### src/rtl/imm_pkg.sv
// Shared constants and helpers for the immediate-generator family.
// Format-select encodings are common to the pipelined block and any single-cycle core.
package imm_pkg;

  localparam int unsigned SRC_W   = 3;
  localparam int unsigned INSTR_W = 32;

  localparam logic [SRC_W-1:0] IMM_I = 3'd0;
  localparam logic [SRC_W-1:0] IMM_S = 3'd1;
  localparam logic [SRC_W-1:0] IMM_B = 3'd2;
  localparam logic [SRC_W-1:0] IMM_U = 3'd3;
  localparam logic [SRC_W-1:0] IMM_J = 3'd4;
  localparam logic [SRC_W-1:0] IMM_Z = 3'd5;

  // Encodings above IMM_Z are reserved and flagged as illegal.
  function automatic logic is_legal_src(input logic [SRC_W-1:0] src);
    return src <= IMM_Z;
  endfunction

endpackage

### src/rtl/imm_decode.sv
// Combinational RV32/RV64 immediate decoder: I, S, B, U, J and CSR zimm.
// Builds a 32-bit result, then widens it by repeating bit 31 up to XLEN.
module imm_decode
  import imm_pkg::*;
#(
  parameter int unsigned XLEN = 32
) (
  input  logic [INSTR_W-1:0] instr,
  input  logic [SRC_W-1:0]   src,
  output logic [XLEN-1:0]    value,
  output logic               illegal
);

  logic [INSTR_W-1:0] word;
  logic               s;
  logic               unused_opcode;

  assign s             = instr[31];
  assign unused_opcode = ^instr[6:0];

  // Field scatter per format; zimm and illegal leave bit 31 clear so widening stays correct.
  always_comb begin
    word    = '0;
    illegal = 1'b0;
    case (src)
      IMM_I:   word = {{20{s}}, instr[31:20]};
      IMM_S:   word = {{20{s}}, instr[31:25], instr[11:7]};
      IMM_B:   word = {{19{s}}, s, instr[7], instr[30:25], instr[11:8], 1'b0};
      IMM_U:   word = {instr[31:12], 12'b0};
      IMM_J:   word = {{11{s}}, s, instr[19:12], instr[20], instr[30:21], 1'b0};
      IMM_Z:   word = {27'b0, instr[19:15]};
      default: illegal = 1'b1;
    endcase
  end

  if (XLEN == 32) begin : g_x32
    assign value = word;
  end else begin : g_wide
    localparam int unsigned EXT_W = XLEN - 32;
    assign value = {{EXT_W{word[31]}}, word};
  end

endmodule

### src/rtl/imm_gen_pipe.sv
// Registered immediate generator with valid/ready handshake and a 2-entry skid buffer.
// The main entry drives the outputs; the skid entry absorbs one result while the consumer stalls.
module imm_gen_pipe
  import imm_pkg::*;
#(
  parameter int unsigned XLEN  = 32,
  parameter int unsigned SRC_W = imm_pkg::SRC_W
) (
  input  logic             clk,
  input  logic             rst,
  input  logic [31:0]      In,
  input  logic [SRC_W-1:0] ImmSrc,
  input  logic             in_valid,
  output logic             in_ready,
  output logic [XLEN-1:0]  Imm_Ext,
  output logic             Illegal,
  output logic             out_valid,
  input  logic             out_ready
);

  logic [XLEN-1:0] dec_value;
  logic            dec_illegal;
  logic [XLEN-1:0] skid_imm;
  logic            skid_ill;
  logic            in_fire;
  logic            out_fire;

  imm_decode #(
    .XLEN(XLEN)
  ) u_decode (
    .instr  (In),
    .src    (imm_pkg::SRC_W'(ImmSrc)),
    .value  (dec_value),
    .illegal(dec_illegal)
  );

  assign in_fire  = in_valid & in_ready;
  assign out_fire = out_valid & out_ready;

  // Main entry plus occupancy; in_ready is the registered "skid empty" flag.
  always_ff @(posedge clk or negedge rst) begin
    if (!rst) begin
      out_valid <= 1'b0;
      in_ready  <= 1'b1;
      Imm_Ext   <= '0;
      Illegal   <= 1'b0;
    end else if (!out_valid) begin
      if (in_fire) begin
        out_valid <= 1'b1;
        Imm_Ext   <= dec_value;
        Illegal   <= dec_illegal;
      end
    end else if (out_fire) begin
      if (!in_ready) begin
        Imm_Ext  <= skid_imm;
        Illegal  <= skid_ill;
        in_ready <= 1'b1;
      end else if (in_fire) begin
        Imm_Ext <= dec_value;
        Illegal <= dec_illegal;
      end else begin
        out_valid <= 1'b0;
      end
    end else if (in_fire) begin
      in_ready <= 1'b0;
    end
  end

  // Skid payload is only read while its flag is set, so it carries no reset.
  always_ff @(posedge clk) begin
    if (in_fire && out_valid && !out_ready) begin
      skid_imm <= dec_value;
      skid_ill <= dec_illegal;
    end
  end

endmodule

### config.mk
export PLATFORM = sky130hd
export DESIGN_NAME = imm_gen_pipe
export DESIGN_NICKNAME = d
export VERILOG_FILES = /design/src/rtl/imm_pkg.sv /design/src/rtl/imm_decode.sv /design/src/rtl/imm_gen_pipe.sv
export SDC_FILE = /design/constraint.sdc
export NUM_CORES = 1
export LEC_CHECK = 0
export BUFFER_PORTS_ARGS = -buffer_cell sky130_fd_sc_hd__buf_2
export CORE_ASPECT_RATIO = 0.6
export CORE_UTILIZATION = 40
export CTS_BUF_LIST = sky130_fd_sc_hd__clkbuf_8
export DETAILED_ROUTE_END_ITERATION = 16
export GPL_ROUTABILITY_DRIVEN = 0
export GPL_TIMING_DRIVEN = 1
export PLACE_DENSITY = 0.74
export SLEW_MARGIN = 5
export SYNTH_ARGS = -nofsm -noshare
export SYNTH_HDL_FRONTEND = slang
export SYNTH_SLANG_ARGS = --single-unit
### constraint.sdc
create_clock -name clk -period 3.84 [get_ports clk]
set_clock_uncertainty 0.15 [all_clocks]
set_input_delay 0.192 -clock clk [delete_from_list [all_inputs] [get_ports clk]]
set_output_delay 0.192 -clock clk [all_outputs]
set_load 0.03 [all_outputs]
==> results.ini, run 1 <==
[layout]
area_growth_pct=21.46
n_fill_cell=683
multiInputGateArea_um2=1065
post-route-util_pct=50.73
nNetsFinal=380
layout_commonest_cell=buf_2
n_antenna_cell=0
regArea_um2=1868
finalInstanceArea_um2=3732
drive_gt1_share_pct=26.01
final_cell_mix=66 x buf_2, 35 x a21oi_1, 34 x dfrtp_1

[run_status]
status=completed

[setup_path]
rr_worst_depth=4
startpoint_type=register
crit_arrival_ps=2420
critical_path.endpoint_type=register
r2r_slack_ps=1560
worstPathMaxFanout=18
worstReg2RegEnd=Imm_Ext[11]
r2r-start=out_valid
worstSetupPathType=reg2reg
required_ps=3980

[power_and_ir_drop]
power_switching_share_pct=22.93
total_power_mw=1.454
ir_worst_vdd_v=0.0002079
intPower_mw=1.121
p_sw_uw=333.4
p_seq_share_pct=52.8
p_clk_share_pct=39.6
power.density_nw_per_um2=389.6
leakage_nw=1.424
comb_power_share_pct=7.6

[yosys]
synth.distinct_cells=37
async_flop_share_pct=51.47
synth-seq-cells=68
yosys.area_share.simple_pct=10.30
synth_adder_area_share_pct=0.3257
synth-xor-area-share_pct=0
muxShareOfSynthArea_pct=1.018
syn_area_per_cell_um2=11.30
synth_top_family_by_area=compound AO/OA/AOI/OAI gates
syn-cell-area_um2=3073
ys_warn_count=0
syn_inst=272
synth_edf_count=33
synth-compound-area-share_pct=22.64
synthFlopType=dfrtp_1
yosysSeqAreaShare_pct=60.79
synthesis.nets=311

[global_routing]
grt-ovfl-total=0
antenna_found_initial=0
grt_pass1_vias=2337
track_usage_pct=20.35
grt_first_pass_wirelength_um=11860
grt_max_degree=36

[drt]
wl_per_cell_um=16.91
firstDrtPassIters=4
via_count=2403
wirelength_um=7610
drt_iter0_markers=247
via_per_inst=5.340
ant_nets=0
drc=0

[cts]
htreeDepth=3
cts.clk_slew.worst_paths_ps=70
cts_buffers=9
cts_buffer_depth=2
root_buffer=clkbuf_8
cts.repair.resized=0
clk_latency_ps=350
cts_tree=built
cts_sinks=68

[floorplan]
die_h_um=69.89
die-area_um2=8048
ios=74
core_area_um2=7357
initial_core_util_pct=41.77
die_w_um=115.2
placementRows=24

[place]
place_area_um2=3450
portBuffers=66
post-dp-hpwl_um=5066

[run]
cap_viol_max_count=0

[timing]
slew_headroom_pct=33.79
period_share_pct=59.48
hold_viol_final=0
drv_slew=0
worst_slew_pin_slew_ps=990.8
hold_slack_ps=26.23
max_freq_mhz=437.8
rsz0062_at_grt=false
setup_viol_count_final=0
period_needed_ps=2284
tns_ps=0

[worst_hold_path]
min_path_cells=3
hold_end=skid_imm[23]
hp-class=in2reg
min-delay-start=In[23]

critical path, stage by stage (launching register included):
cell and delay (ps):
dfrtp_1 500, nand2b_1 140, nand3_1 640, nor2_1 560, a221o_1 230
power groups by stage:
stage / Clock, mW / Sequential [mW] / Combinational (mW)
global placement: 0 / 0.782 / 0.0999
CTS: 0.598 / 0.767 / 0.110
finish: 0.576 / 0.767 / 0.111
global route: 0.624 / 0.767 / 0.123
detailed placement: 0 / 0.782 / 0.103
floorplan: 0 / 0.782 / 0.0616
cells by family (layout without fill, tap and decap cells):
logic type,count (synthesis),count (layout)
flops,68,68
simple gates,65,65
compound gates,105,105
fa+ha+maj,1,1
mux,3,3
buf+inv,30,104
metrics by stage:
stage | cells | worst slack, ps
CTS | 449 | 1587
finish | 450 | 1556
global placement | 425 | 1648
detailed placement | 425 | 1568
global route | 450 | 1465
floorplan | 272 | 1118
area by class of cell:
type / instances / share of cell area [%]
Inverter: 11 / 1.106
Timing Repair Buffer: 77 / 11.67
Multi-Input combinational cell: 174 / 28.53
Tap cell: 104 / 3.486
Sequential cell: 68 / 50.05
Clock inverter: 6 / 1.475
Clock buffer: 10 / 3.688
layer usage:
layer / up-vias / share of wire (%) / GRT usage [%]
met3: 7 / 7.9 / 9.375
met1: 1166 / 49 / 28.69
met5: - / 0 / 0
met2: 81 / 42 / 28.11
met4: 0 / 0.88 / 5.195
li1: 1149 / - / -
state kept, by name, indices dropped and copies added, names as in the netlist:
signal / cells
in_ready: 1
skid_ill: 1
Illegal: 1
out_valid: 1
Imm_Ext: 32
skid_imm: 32
worst max-delay path by stage:
stage,cells past startpoint,start,to,slack [ps]
after global placement,4,out_valid,Imm_Ext[11],1650
final,4,out_valid,Imm_Ext[11],1560
after detailed placement,5,ImmSrc[2],Imm_Ext[21],1570
after floorplan,3,out_valid,skid_ill,1120
after global routing,4,out_valid,Imm_Ext[11],1470
after CTS,4,out_valid,Imm_Ext[11],1590
repair_timing:
item / 4_1_cts / 5_1_grt
setup buffers: 0 / 0
hold buffers: 8 / 1
setup endpoints to repair: 0 / 0
endpoints found under the hold margin: 44 / 1
synthesized netlist by cell type, types with 3 or more instances:
cell	n	share of area, %
a21oi_1	35	5.7
dfrtp_1	34	28
edfxtp_1	33	32
nor2_1	26	3.2
o22ai_1	26	5.3
nor2b_1	20	4.1
inv_1	11	1.3
nand2_1	11	1.3
o21a_1	9	2.2
o22a_1	9	2.6
buf_2	7	1.1
a221o_1	5	1.6
clkbuf_1	5	0.61
buf_4	4	0.98
a21o_1	3	0.73
and2_1	3	0.61
o21ai_0	3	0.49
Note: power is estimated with default switching activity, not from simulation.
==> run 2, diff against run 1 <==
PLACE_DENSITY = 0.72   (was 0.74)
clock period = 2.3 ns   (was 3.84 ns; I/O delays follow)
==> results.ini, run 2 (synthesized netlist as in run 1, its figures left out) <==
[timing]
rsz0062_at_grt=false
worst_slew_pin_slew_ps=914.4
drv_slew=0
hold_slack_ps=29.31
setup_viol_count_final=0
period_needed_ps=1749
max_freq_mhz=571.7
slew_headroom_pct=38.91
tns_ps=0
period_share_pct=76.05
fin_ws_ps=550.9
hold_viol_final=0

[layout]
final_cells=465
n_fill_cell=690
post-route-util_pct=52.89
layout_commonest_cell=buf_2
finalInstanceArea_um2=3891
area_growth_pct=26.63
reg.largest.list=Imm_Ext x32, skid_imm x32
nNetsFinal=395
final_cell_mix=66 x buf_2, 35 x a21oi_1, 34 x dfrtp_1
drive_gt1_share_pct=26.87
n_antenna_cell=0

[setup_path]
worstSetupStartpoint=in_ready
path_buf_inv=1
crit_chain=nand2_1 > a21oi_2 > buf_12 > nor2b_1 > a221o_1
required_ps=2380
crit_arrival_ps=1830
critical_path.endpoint_type=register
critPathTopFamily=flip-flops
max_stage_delay_ps=610
worstReg2RegEnd=Imm_Ext[3]
cp_slowest_cell=dfstp_2
startpoint_type=register
rr_worst_depth=5
worst-path-stages=5
worstPathMaxFanout=31
r2r_slack_ps=550
worstSetupPathType=reg2reg
critPathCapture=Imm_Ext[3]
r2r-start=in_ready

[cts]
post_cts_buffers=0
cts.clk_slew.worst_paths_ps=80
cts_buffers=9
cts.repair.resized=0
ctsHoldBuffers=17
clk_latency_ps=350
root_buffer=clkbuf_8
htreeDepth=3
cts_buffer_depth=2
cts_sinks=68
cts_tree=built

[global_routing]
antenna_found_initial=0
grt_first_pass_wirelength_um=12800
grt_pass1_vias=2430
grt-ovfl-total=0
grt_max_degree=36
track_usage_pct=21.90

[floorplan]
die-area_um2=8048
initial_core_util_pct=41.77
ios=74
placementRows=24
die_h_um=69.89
core_area_um2=7357
die_w_um=115.2

[worst_hold_path]
hp-class=in2reg

[power_and_ir_drop]
p_sw_uw=565.7
total_power_mw=2.451
intPower_mw=1.885
p_seq_share_pct=52.3
ir_worst_vdd_v=0.0004086
leakage_nw=1.506
power_switching_share_pct=23.08
p_clk_share_pct=39.4
comb_power_share_pct=8.3
power.density_nw_per_um2=629.8

[place]
dp_slack_ps=307.7
portBuffers=66
dp_cells=432
place_area_um2=3527
post-dp-hpwl_um=5256

[run]
cap_viol_max_count=0

[drt]
wl_per_cell_um=17.25
ant_nets=0
wirelength_um=8019
via_per_inst=5.441
firstDrtPassIters=5
drt_iter0_markers=196
drc=0
via_count=2530

[run_status]
status=completed

run 2: cell count changes in the layout (fill, tap and decap cells not counted), sizes merged:
cell | before | now
clkinvlp | 1 | 0
inv | 12 | 13
buf | 68 | 75
dlygate4sd3 | 9 | 17
run 2: layout make-up:
type	count	area, um^2	share of cell area [%]
Clock buffer	10	137.6	3.537
Clock inverter	6	56.30	1.447
Inverter	11	41.29	1.061
Multi-Input combinational cell	174	1065	27.36
Sequential cell	68	1868	48.01
Tap cell	104	130.1	3.344
Timing Repair Buffer	92	593.1	15.24
run 2: worst min-delay path by stage:
stage          cells past startpoint   start  slack, ps           end
2_1_floorplan                      0     rst       -330       Illegal
3_3_place_gp                       1     rst        110     out_valid
3_5_place_dp                       1     rst        120     out_valid
4_1_cts                            3   In[7]          6  skid_imm[11]
5_1_grt                            2  In[11]         20   skid_imm[4]
6_report                           3   In[7]         30  skid_imm[11]
run 2: per-layer routing:
layer	vias to the layer above	global-route usage, %	part of all wire (%)
met2	125	30.86	42
met1	1214	32.02	48
met5	-	0	0
met3	7	6.944	9.4
met4	0	6.638	0.61
li1	1184	-	-
run 2: power groups by stage:
| stage | combinational (mW) | clock, mW | sequential [mW] |
|---|---|---|---|
| after floorplan | 0.103 | 0 | 1.31 |
| after global placement | 0.173 | 0 | 1.31 |
| after detailed placement | 0.181 | 0 | 1.31 |
| after CTS | 0.203 | 0.994 | 1.28 |
| after global routing | 0.226 | 1.05 | 1.28 |
| final | 0.204 | 0.966 | 1.28 |
run 2: worst register-to-register path: stages, from the launching register on:
cell and delay, ps:
dfstp_2 610, nand2_1 130, a21oi_2 190, buf_12 220
nor2b_1 70, a221o_1 260
